--- src/rtl/noc_mmr_pkg.sv ---
// Shared definitions for the NoC MMR transmit block:
// register offsets, STATUS bit positions and FSM encoding.
package noc_mmr_pkg;

  localparam logic [31:0] OFF_DATA    = 32'h0000_0000;
  localparam logic [31:0] OFF_TRIGGER = 32'h0000_0010;
  localparam logic [31:0] OFF_STATUS  = 32'h0000_0014;

  localparam int ST_BUSY    = 0;
  localparam int ST_DONE    = 1;
  localparam int ST_OVERRUN = 2;

  typedef enum logic {
    S_IDLE = 1'b0,
    S_SEND = 1'b1
  } state_e;

endpackage

--- src/rtl/noc_mmr_tx.sv ---
// MMR-programmed packet transmitter: four DATA words are snapshotted
// on TRIGGER and streamed out as NoC flits with valid/ready.
module noc_mmr_tx
  import noc_mmr_pkg::*;
#(
  parameter logic [31:0] MMR_BASE  = 32'h0000_4000,
  parameter int          NUM_WORDS = 4
) (
  input  logic        clk,
  input  logic        reset_n,
  input  logic        mmr_we,
  input  logic [31:0] mmr_location,
  input  logic [31:0] mmr_wdata,
  output logic [31:0] mmr_rdata,
  output logic [31:0] flit_data,
  output logic        flit_valid,
  output logic        flit_last,
  input  logic        flit_ready,
  output logic        busy
);

  localparam int IW = (NUM_WORDS > 1) ? $clog2(NUM_WORDS) : 1;
  localparam logic [IW-1:0] LAST_IDX = IW'(NUM_WORDS - 1);

  state_e state_q;
  state_e state_d;

  logic [31:0]   data_q   [NUM_WORDS];
  logic [31:0]   shadow_q [NUM_WORDS];
  logic [IW-1:0] idx_q;
  logic          done_q;
  logic          overrun_q;

  logic [29:0]   woff;
  logic [IW-1:0] widx;
  logic          hit_data;
  logic          hit_trig;
  logic          hit_stat;
  logic          trig_wr;
  logic          stat_wr;
  logic          hs;
  logic          last_hs;
  logic          start;
  logic [31:0]   status;
  logic          unused_addr_lsb;

  // Byte lanes are not decoded; the window is word-granular.
  assign unused_addr_lsb = &{1'b0, mmr_location[1:0]};

  assign woff     = mmr_location[31:2] - MMR_BASE[31:2];
  assign widx     = woff[IW-1:0];
  assign hit_data = (woff < 30'(NUM_WORDS)) && (woff >= OFF_DATA[31:2]);
  assign hit_trig = (woff == OFF_TRIGGER[31:2]);
  assign hit_stat = (woff == OFF_STATUS[31:2]);
  assign trig_wr  = mmr_we && hit_trig;
  assign stat_wr  = mmr_we && hit_stat;

  assign busy       = (state_q == S_SEND);
  assign flit_valid = busy;
  assign flit_last  = busy && (idx_q == LAST_IDX);
  assign flit_data  = busy ? shadow_q[idx_q] : '0;
  assign hs         = flit_valid && flit_ready;
  assign last_hs    = hs && flit_last;

  always_comb begin
    status              = '0;
    status[ST_BUSY]     = busy;
    status[ST_DONE]     = done_q;
    status[ST_OVERRUN]  = overrun_q;
  end

  always_comb begin
    mmr_rdata = '0;
    unique case (1'b1)
      hit_data: mmr_rdata = data_q[widx];
      hit_stat: mmr_rdata = status;
      default:  mmr_rdata = '0;
    endcase
  end

  always_comb begin
    state_d = state_q;
    start   = 1'b0;
    unique case (state_q)
      S_IDLE: begin
        if (trig_wr && mmr_wdata[0]) begin
          state_d = S_SEND;
          start   = 1'b1;
        end
      end
      S_SEND: begin
        if (last_hs) state_d = S_IDLE;
      end
      default: state_d = S_IDLE;
    endcase
  end

  always_ff @(posedge clk or negedge reset_n) begin
    if (!reset_n) state_q <= S_IDLE;
    else          state_q <= state_d;
  end

  always_ff @(posedge clk or negedge reset_n) begin
    if (!reset_n) begin
      for (int i = 0; i < NUM_WORDS; i++) begin
        data_q[i]   <= '0;
        shadow_q[i] <= '0;
      end
      idx_q     <= '0;
      done_q    <= 1'b0;
      overrun_q <= 1'b0;
    end else begin
      if (mmr_we && hit_data) data_q[widx] <= mmr_wdata;

      // The packet in flight reads only the shadow copy.
      if (start) begin
        shadow_q <= data_q;
        idx_q    <= '0;
      end else if (hs) begin
        idx_q <= idx_q + 1'b1;
      end

      if (start)                       done_q <= 1'b0;
      else if (last_hs)                done_q <= 1'b1;
      else if (stat_wr && mmr_wdata[1]) done_q <= 1'b0;

      if (trig_wr && busy)              overrun_q <= 1'b1;
      else if (stat_wr && mmr_wdata[2]) overrun_q <= 1'b0;
    end
  end

endmodule

--- config.mk ---
export PLATFORM = sky130hd
export DESIGN_NAME = noc_mmr_tx
export DESIGN_NICKNAME = d
export VERILOG_FILES = /design/src/rtl/noc_mmr_pkg.sv /design/src/rtl/noc_mmr_tx.sv
export SDC_FILE = /design/constraint.sdc
export NUM_CORES = 1
export LEC_CHECK = 0
export CORE_MARGIN = 2
export CORE_UTILIZATION = 40
export DETAILED_ROUTE_END_ITERATION = 8
export GPL_ROUTABILITY_DRIVEN = 0
export GPL_TIMING_DRIVEN = 0
export PLACE_DENSITY_LB_ADDON = 0.25
export SLEW_MARGIN = 25
export SYNTH_ARGS = -nofsm -noshare
export SYNTH_HDL_FRONTEND = slang
export SYNTH_SLANG_ARGS = --single-unit
export TNS_END_PERCENT = 50
--- constraint.sdc ---
create_clock -name clk -period 2.2 [get_ports clk]
set_input_delay 0.33 -clock clk [delete_from_list [all_inputs] [get_ports clk]]
set_output_delay 0.33 -clock clk [all_outputs]
set_load 0.02 [all_outputs]
Word level (Yosys, flattened, before mapping)
Index checks and enable logic that the tools add are counted.
{"block": "word_totals", "regBits": 261, "latch_bits": 0, "ram_bits": 0, "rom_bits": 0, "out_inout_bits": 67, "wordCells": 62, "memories": 0}
{"block": "classes", "addsub": 2, "n_mul": 0, "n_div": 0, "magnitude_cmp": 5, "eq_ne": 3, "n_shift": 0, "muxes": 22, "bitwise": 3, "n_reduce_logical": 15}
{"op": "two-way mux 32 bit", "count": 6}
{"op": "binary-select mux 32 bit (select 2 bit)", "count": 2}
{"op": "bitwise mux 128 bit", "count": 1}
{"op": "demux 32 bit (select 2 bit)", "count": 1}
{"op": "one-hot mux 32 bit (2 select lines)", "count": 1}
{"op": "equality test 30 x 3 -> 1 bit (second input constant)", "count": 2}
{"op": "greater-or-equal comparator 30 x 1 -> 1 bit (second input constant)", "count": 1}
{"op": "< comparator 30 x 3 -> 1 bit (second input constant)", "count": 1}
{"op": "subtractor 30 x 13 -> 30 bit (second input constant)", "count": 1}
{"op": "logical AND 1 bit", "count": 12}
{"op": "two-way mux 1 bit", "count": 8}
{"op": "greater-or-equal comparator 3 bit (second input constant)", "count": 2}
{"op": "inverter 2 -> 3 bit", "count": 2}
{"op": "two-way mux 2 bit", "count": 2}
{"op": "nonzero test 2 bit", "count": 2}
{"op": "< comparator 3 x 1 -> 1 bit (second input constant)", "count": 1}
{"op": "nonzero test 3 bit", "count": 1}
{"op": "adder 2 x 1 -> 2 bit (second input constant)", "count": 1}
{"op": "equality test 2 bit (second input constant)", "count": 1}
{"op": "one-hot mux 1 bit (2 select lines)", "count": 1}
{"op": "inverter 1 bit", "count": 1}

Longest topological paths before layout
Gate-level depths: netlist (run 1).
{"block": "logic_depth", "word_depth": 7, "depth_mapped": 7, "depth_no_buf": 4}

Worst setup path before layout (run 1)
No wires, ideal clock.
{"block": "synth_path", "path_kind": "in2out", "startpoint": "in mmr_location[21]", "endpoint": "out mmr_rdata[10]", "t_arrival_ps": 2145, "required_time_ps": 1870, "path_slack_ps": -275, "path_stages": 6, "path_buffers": 2, "cell_sequence": "nor4_2 -> nand4_4 -> or4_1 -> buf_2 -> buf_2 -> nor2b_1"}
{"block": "synth_between", "elab_chain_cells": 4}
{"item": "from (decl)", "line_no": "noc_mmr_tx.sv:12", "rtl": "input logic [31:0] mmr_location,"}
{"item": "subtractor 30 x 13 -> 30 bit (*)", "line_no": "noc_mmr_tx.sv:50", "rtl": "assign woff = mmr_location[31:2] - MMR_BASE[31:2];"}
{"item": "< comparator 30 x 3 -> 1 bit / greater-or-equal comparator 30 x 1 -> 1 bit (equally long branches)", "line_no": "noc_mmr_tx.sv:52", "rtl": "assign hit_data = (woff < 30'(NUM_WORDS)) && (woff >= OFF_DATA[31:2]);"}
{"item": "logical AND 1 bit", "line_no": "noc_mmr_tx.sv:52"}
{"item": "one-hot mux 32 bit (2 select lines) (*)", "line_no": "noc_mmr_tx.sv:74", "rtl": "unique case (1'b1)"}
{"item": "to (decl)", "line_no": "noc_mmr_tx.sv:14", "rtl": "output logic [31:0] mmr_rdata,"}
Mark *: on every way between the ends. The rest lies on a longest branch, timed or not.

Final worst setup path (run 1)
{"block": "layout_path", "startpoint": "in mmr_location[4]", "endpoint": "out mmr_rdata[9]"}
The elaborated chain is that of the path after synthesis.

==> impl_metrics.yaml, run 1 <==
critical_path:
  cp-startpoint: "mmr_location[4]"
  start_kind: "primary input"
  rr_endpoint: "shadow_q[76]$_DFFE_PN0P_"
  cp.required_ps: 1870
  r2r_start: "busy$_DFF_PN0_"
  end_kind: "output pin"
  r2r_cells: 7
  endpoint: "mmr_rdata[9]"
  cp.arrival_ps: 2100
  path_class: "primary input to output pin"
  regToRegSetupSlack_ps: 80
  worst-path-max-fanout: 7
routing:
  dr.pass1.iters: 4
  remaining_drc_errors: 0
  drt-initial-drc-count: 296
  vias: 7198
  routedWlPerCell_um: 22.2
  ant_nets: 0
  via_per_inst: 5.34
  wirelength_um: 30000
power_and_ir_drop:
  power.density_nw_per_um2: 624
  clockPowerShare_pct: 47.1
  p_sw_share_pct: 21.9
  internal_power_w: 0.00763
  p_seq_share_pct: 49.1
  p_leak_nw: 7.49
  p_comb_share_pct: 3.8
  peakVddDrop_v: 0.000492
  p_total_w: 0.00977
  net-switching-power_w: 0.00214
status:
  status: "finished, violations left"
  violations: "negative setup slack"
floorplan:
  die_h_um: 177
  die_w_um: 177
  fp-row-count: 63
  core-area_um2: 29600
  die_area_um2: 31300
  ios: 135
  initial_core_util_pct: 40.4
grt:
  first_global_vias: 7748
  overflow: 0
  antenna_found_initial: 0
  grt_max_degree: 82
  grt_pass1_wl_um: 46700
  grt_usage_pct: 19.8
sta:
  fmax_mhz: 412
  holdWs_ps: 296
  setup_viol: 61
  min_period_ps: 2430
  period_share_pct: 110
  worst_slew_pin_slew_ps: 559
  setup_ws_ps: -225
  rsz0062_at_grt: "true"
  fin_skew_ps: 8.13
  slew_headroom_pct: 62.7
  hold_viol: 0
  maxSlewViolCount: 0
yosys:
  syn_area_per_cell_um2: 15.9
  synth_fp_nets: 820
  synth.distinct_cells: 34
  ys_seq_area_share_pct: 54.7
  synth-seq-cells: 261
  ys.flop_type: "dfrtp_1"
  netlist_area_um2: 11900
  synth_edf_count: 0
  ys_warn_count: 0
  syn-instance-count: 751
  async_flop_share_pct: 100
place:
  placed_area_um2: 14000
  dp_hpwl_um: 19300
  port_buffers: 130
worst_hold_path:
  hold_class: "primary input to async pin"
cts:
  clock_sinks: 261
  htreeDepth: 1
  cts-root-buf: "clkbuf_16"
  cts_buffer_depth: 3
  cts_buffers: 28
  cts_tree: "yes"
  cts.clk_slew.worst_paths_ps: 60
  clk_latency_ps: 530
layout:
  final_common_cell: "dfrtp_1"
  multi_input_area_um2: 5550
  ff_latch_area_um2: 6530
  antenna_cells: 0
  area_growth_pct: 31.1
  final.fill_count: 2492
  drive_gt1_share_pct: 47.8
  nNetsFinal: 1008
  layout.cell_area.non_filler_um2: 15700
  final_cell_mix: "dfrtp_1 (261), mux2_1 (151), mux2_2 (105)"
job:
  maxCapViolCount: 0
-- timing repair --
item / CTS / global route
hold buffers: 1 / 0
setup endpoints to repair: 323 / 260
gates cloned: 7 / 0
setup buffers: 15 / 8
endpoints found under the hold margin: 56 / 0
pin swaps: 17 / 12
resized for setup: 586 / 36
-- power by group through the flow --
stage                     sequential (W)  combinational (W)  clock (W)
after global placement           0.00489           0.000356          0
after floorplan                  0.00489          0.0000767          0
after CTS                        0.00480           0.000376    0.00468
after global routing             0.00480           0.000408    0.00489
final                            0.00480           0.000372    0.00460
after detailed placement         0.00489           0.000375          0
-- cell families (layout without fill, tap and decap cells) --
kind of cell	Yosys count	count (layout)	share of synthesized area, %
simple gates	106	106	6.27
compound gates	11	11	0.545
flops	261	261	54.7
mux	320	320	36.2
fa+ha+maj	1	1	0.105
buf+inv	52	260	2.20
-- worst max-delay path, cell delays in order --
cell             delay (ps)
clkdlybuf4s50_1         530
or4_4                   600
buf_12                  180
buf_16                  160
nor2b_4                 150
buf_6                   130
-- per-layer routing --
metal	part of all wire, %	up-vias	GRT usage, %
li1	-	3165	-
met1	44	3857	27.6
met2	50	145	33.7
met3	4.2	31	2.45
met4	1.3	0	3.72
met5	0	-	0
-- area by class of cell --
class | count | area share (%)
Tap cell | 390 | 3.12
Inverter | 1 | 0.0240
Multi-Input combinational cell | 438 | 35.4
Clock inverter | 14 | 0.847
Clock buffer | 36 | 4.87
Buffer | 51 | 3.37
Timing Repair Buffer | 158 | 10.7
Sequential cell | 261 | 41.7
-- worst min path at each step --
stage | slack (ps) | depth (start not counted) | start | to
6_report | 300 | 2 | reset_n | data_q[25]$_DFFE_PN0P_
5_1_grt | 310 | 5 | mmr_location[5] | overrun_q$_DFFE_PN0P_
4_1_cts | 280 | 5 | mmr_location[5] | overrun_q$_DFFE_PN0P_
3_5_place_dp | 280 | 1 | reset_n | data_q[25]$_DFFE_PN0P_
3_3_place_gp | 460 | 1 | shadow_q[112]$_DFFE_PN0P_ | shadow_q[112]$_DFFE_PN0P_
2_1_floorplan | 30 | 0 | reset_n | busy$_DFF_PN0_
-- registers in the layout, indices dropped and copies added, names as in the netlist --
signal	flops
data_q	128
shadow_q	128
idx_q	2
busy	1
done_q	1
overrun_q	1
-- Yosys cell counts (all sizes together), types with 2 or more instances --
cell,instances,area (um2)
mux2,256,2880
buf,36,203
nor2,2,7.51
or3,2,12.5
nor2b,31,194
nand3,7,40.0
nand2b,3,18.8
o21ai,5,25.0
mux4,64,1440
dfrtp,261,6530
nor4,10,150
nand2,8,30.0
nand4,5,46.3
clkbuf,15,56.3
a21oi,3,15.0
and2,33,206
-- per-stage QoR --
step | std cells | TNS (ps) | setup WS, ps | utilization (%)
floorplan | 751 | -2150 | -68.8 | -
CTS | 1345 | -13040 | -300 | 52.9
detailed placement | 1274 | -330180 | -1340 | 47.5
finish | 1349 | -10450 | -225 | 53.0
global placement | 1271 | -3076400 | -10630 | 47.2
global route | 1349 | -13410 | -270 | 53.0
Note: power is estimated with default switching activity, not from simulation.
==> inputs of run 2 (changes only) <==
- CORE_UTILIZATION: 40 -> 51
==> impl_metrics.yaml, run 2 (synthesis results as in run 1) <==
sta:
  maxSlewViolCount: 0
  period_share_pct: 113
  worst_slew_pin_slew_ps: 531
  fmax_mhz: 404
  rsz0062_at_grt: "true"
  setup_viol: 62
  tns_ps: -10820
  min_period_ps: 2480
  slew_headroom_pct: 64.5
  setup_ws_ps: -275
  fin_skew_ps: 7.58
  hold_viol: 0
grt:
  grt_usage_pct: 25.1
  first_global_vias: 7834
  grt_max_degree: 95
  overflow: 0
  grt_pass1_wl_um: 46300
  antenna_found_initial: 2
layout:
  drive_gt1_share_pct: 48.0
  final_common_cell: "dfrtp_1"
  area_growth_pct: 31.5
  utilization_pct: 67.5
  ff_latch_area_um2: 6530
  multi_input_area_um2: 5550
  top_regs: "data_q x128, shadow_q x128, idx_q x2"
  final_cell_mix: "dfrtp_1 (261), mux2_1 (151), mux2_2 (105)"
  fin_cells: 1283
  final.fill_count: 1633
  nNetsFinal: 1014
critical_path:
  max_stage_delay_ps: 610
  worst-path-max-fanout: 6
  cp.required_ps: 1870
  cp.arrival_ps: 2150
  path_cells: "clkdlybuf4s50_1 -> or4_4 -> buf_12 -> buf_12 -> buf_16 -> nor2b_4 -> buf_6"
  crit_slowest_cell: "or4_4"
  cpMostUsedCell: "buf_12"
  r2r_start: "busy$_DFF_PN0_"
  start_kind: "primary input"
  r2r_cells: 7
  path_class: "primary input to output pin"
  regToRegSetupSlack_ps: 70
  rr_endpoint: "shadow_q[125]$_DFFE_PN0P_"
  end_kind: "output pin"
  cp-startpoint: "mmr_location[4]"
floorplan:
  die_w_um: 157
  die_h_um: 157
  initial_core_util_pct: 51.4
  die_area_um2: 24700
  fp-row-count: 56
  ios: 135
  core-area_um2: 23300
status:
  status: "finished, violations left"
  violations: "negative setup slack"
cts:
  cts_buffers: 27
  cts_tree: "yes"
  htreeDepth: 1
  clk_latency_ps: 520
  cts.clk_slew.worst_paths_ps: 60
  cts_buffer_depth: 3
  cts-root-buf: "clkbuf_16"
  clock_sinks: 261
routing:
  drt-initial-drc-count: 370
  routedWlPerCell_um: 23.2
  wirelength_um: 29700
  vias: 7254
  ant_nets: 0
  via_per_inst: 5.65
  dr.pass1.iters: 4
  remaining_drc_errors: 0
place:
  post-place-ws_ps: -1290
  port_buffers: 130
  dp_cells: 1203
  dp_hpwl_um: 18300
power_and_ir_drop:
  peakVddDrop_v: 0.000586
  power.density_nw_per_um2: 636
  p_leak_nw: 7.56
worst_hold_path:
  hold_class: "primary input to async pin"
job:
  maxCapViolCount: 0
-- run 2: cell types whose count changed in the layout (fill, tap and decap cells not counted), sizes merged --
cell	change
buf	+22
clkbuf	-15
clkinv	-5
bufinv	+3
clkinvlp	-1
diode	+1
dlygate4sd2	+1
inv	-1
-- run 2: where the power goes --
group / internal, W / switching [W] / total (W)
logic: 0.000148 / 0.000224 / 0.000371
clock network: 0.00296 / 0.00186 / 0.00482
registers: 0.00480 / 0.0000000000674 / 0.00480
-- run 2: layer usage --
layer,global-route usage [%],wire length [um],share of wire (%),vias to the layer above
li1,-,-,-,3165
met4,6.71,661,2.2,2
met1,36.5,13200,44,3831
met2,40.2,14300,48,213
met5,0,11,0.037,-
met3,3.50,1610,5.4,43
-- run 2: timing repair --
action / CTS / global route
hold buffers: 1 / 0
cloned: 6 / 0
resized for setup: 577 / 68
setup buffers: 20 / 11
endpoints found under the hold margin: 48 / 0
pin swaps: 17 / 8
setup endpoints to repair: 315 / 314
-- run 2: worst max path at each step --
stage	endpoint	slack (ps)
final	mmr_rdata[22]	-280
after global routing	mmr_rdata[22]	-310
after CTS	flit_data[31]	-290
after detailed placement	mmr_rdata[18]	-1290
after global placement	data_q[52]$_DFFE_PN0P_	-10500
after floorplan	mmr_rdata[10]	-70
-- run 2: layout make-up --
type	count	area share (%)
Tap cell	319	2.54
Inverter	1	0.0239
Buffer	50	3.29
Clock inverter	10	1.13
Timing Repair Buffer	166	11.3
Clock buffer	37	4.80
Sequential cell	261	41.6
Multi-Input combinational cell	438	35.4
Antenna cell	1	0.0159
-- run 2: critical path, delay by kind of cell --
family | cells | cell delay [ps]
and+or+nand+nor | 2 | 720
buffers and inverters | 5 | 1100
-- run 2: per-stage QoR --
stage               power (W)  cell area (um2)  hold slack (ps)
floorplan             0.00497            12200             34.4
global placement      0.00524            13900              462
detailed placement    0.00526            13900              274
CTS                    0.0101            15600              312
global route           0.0103            15700              327
finish                 0.0100            15700              319
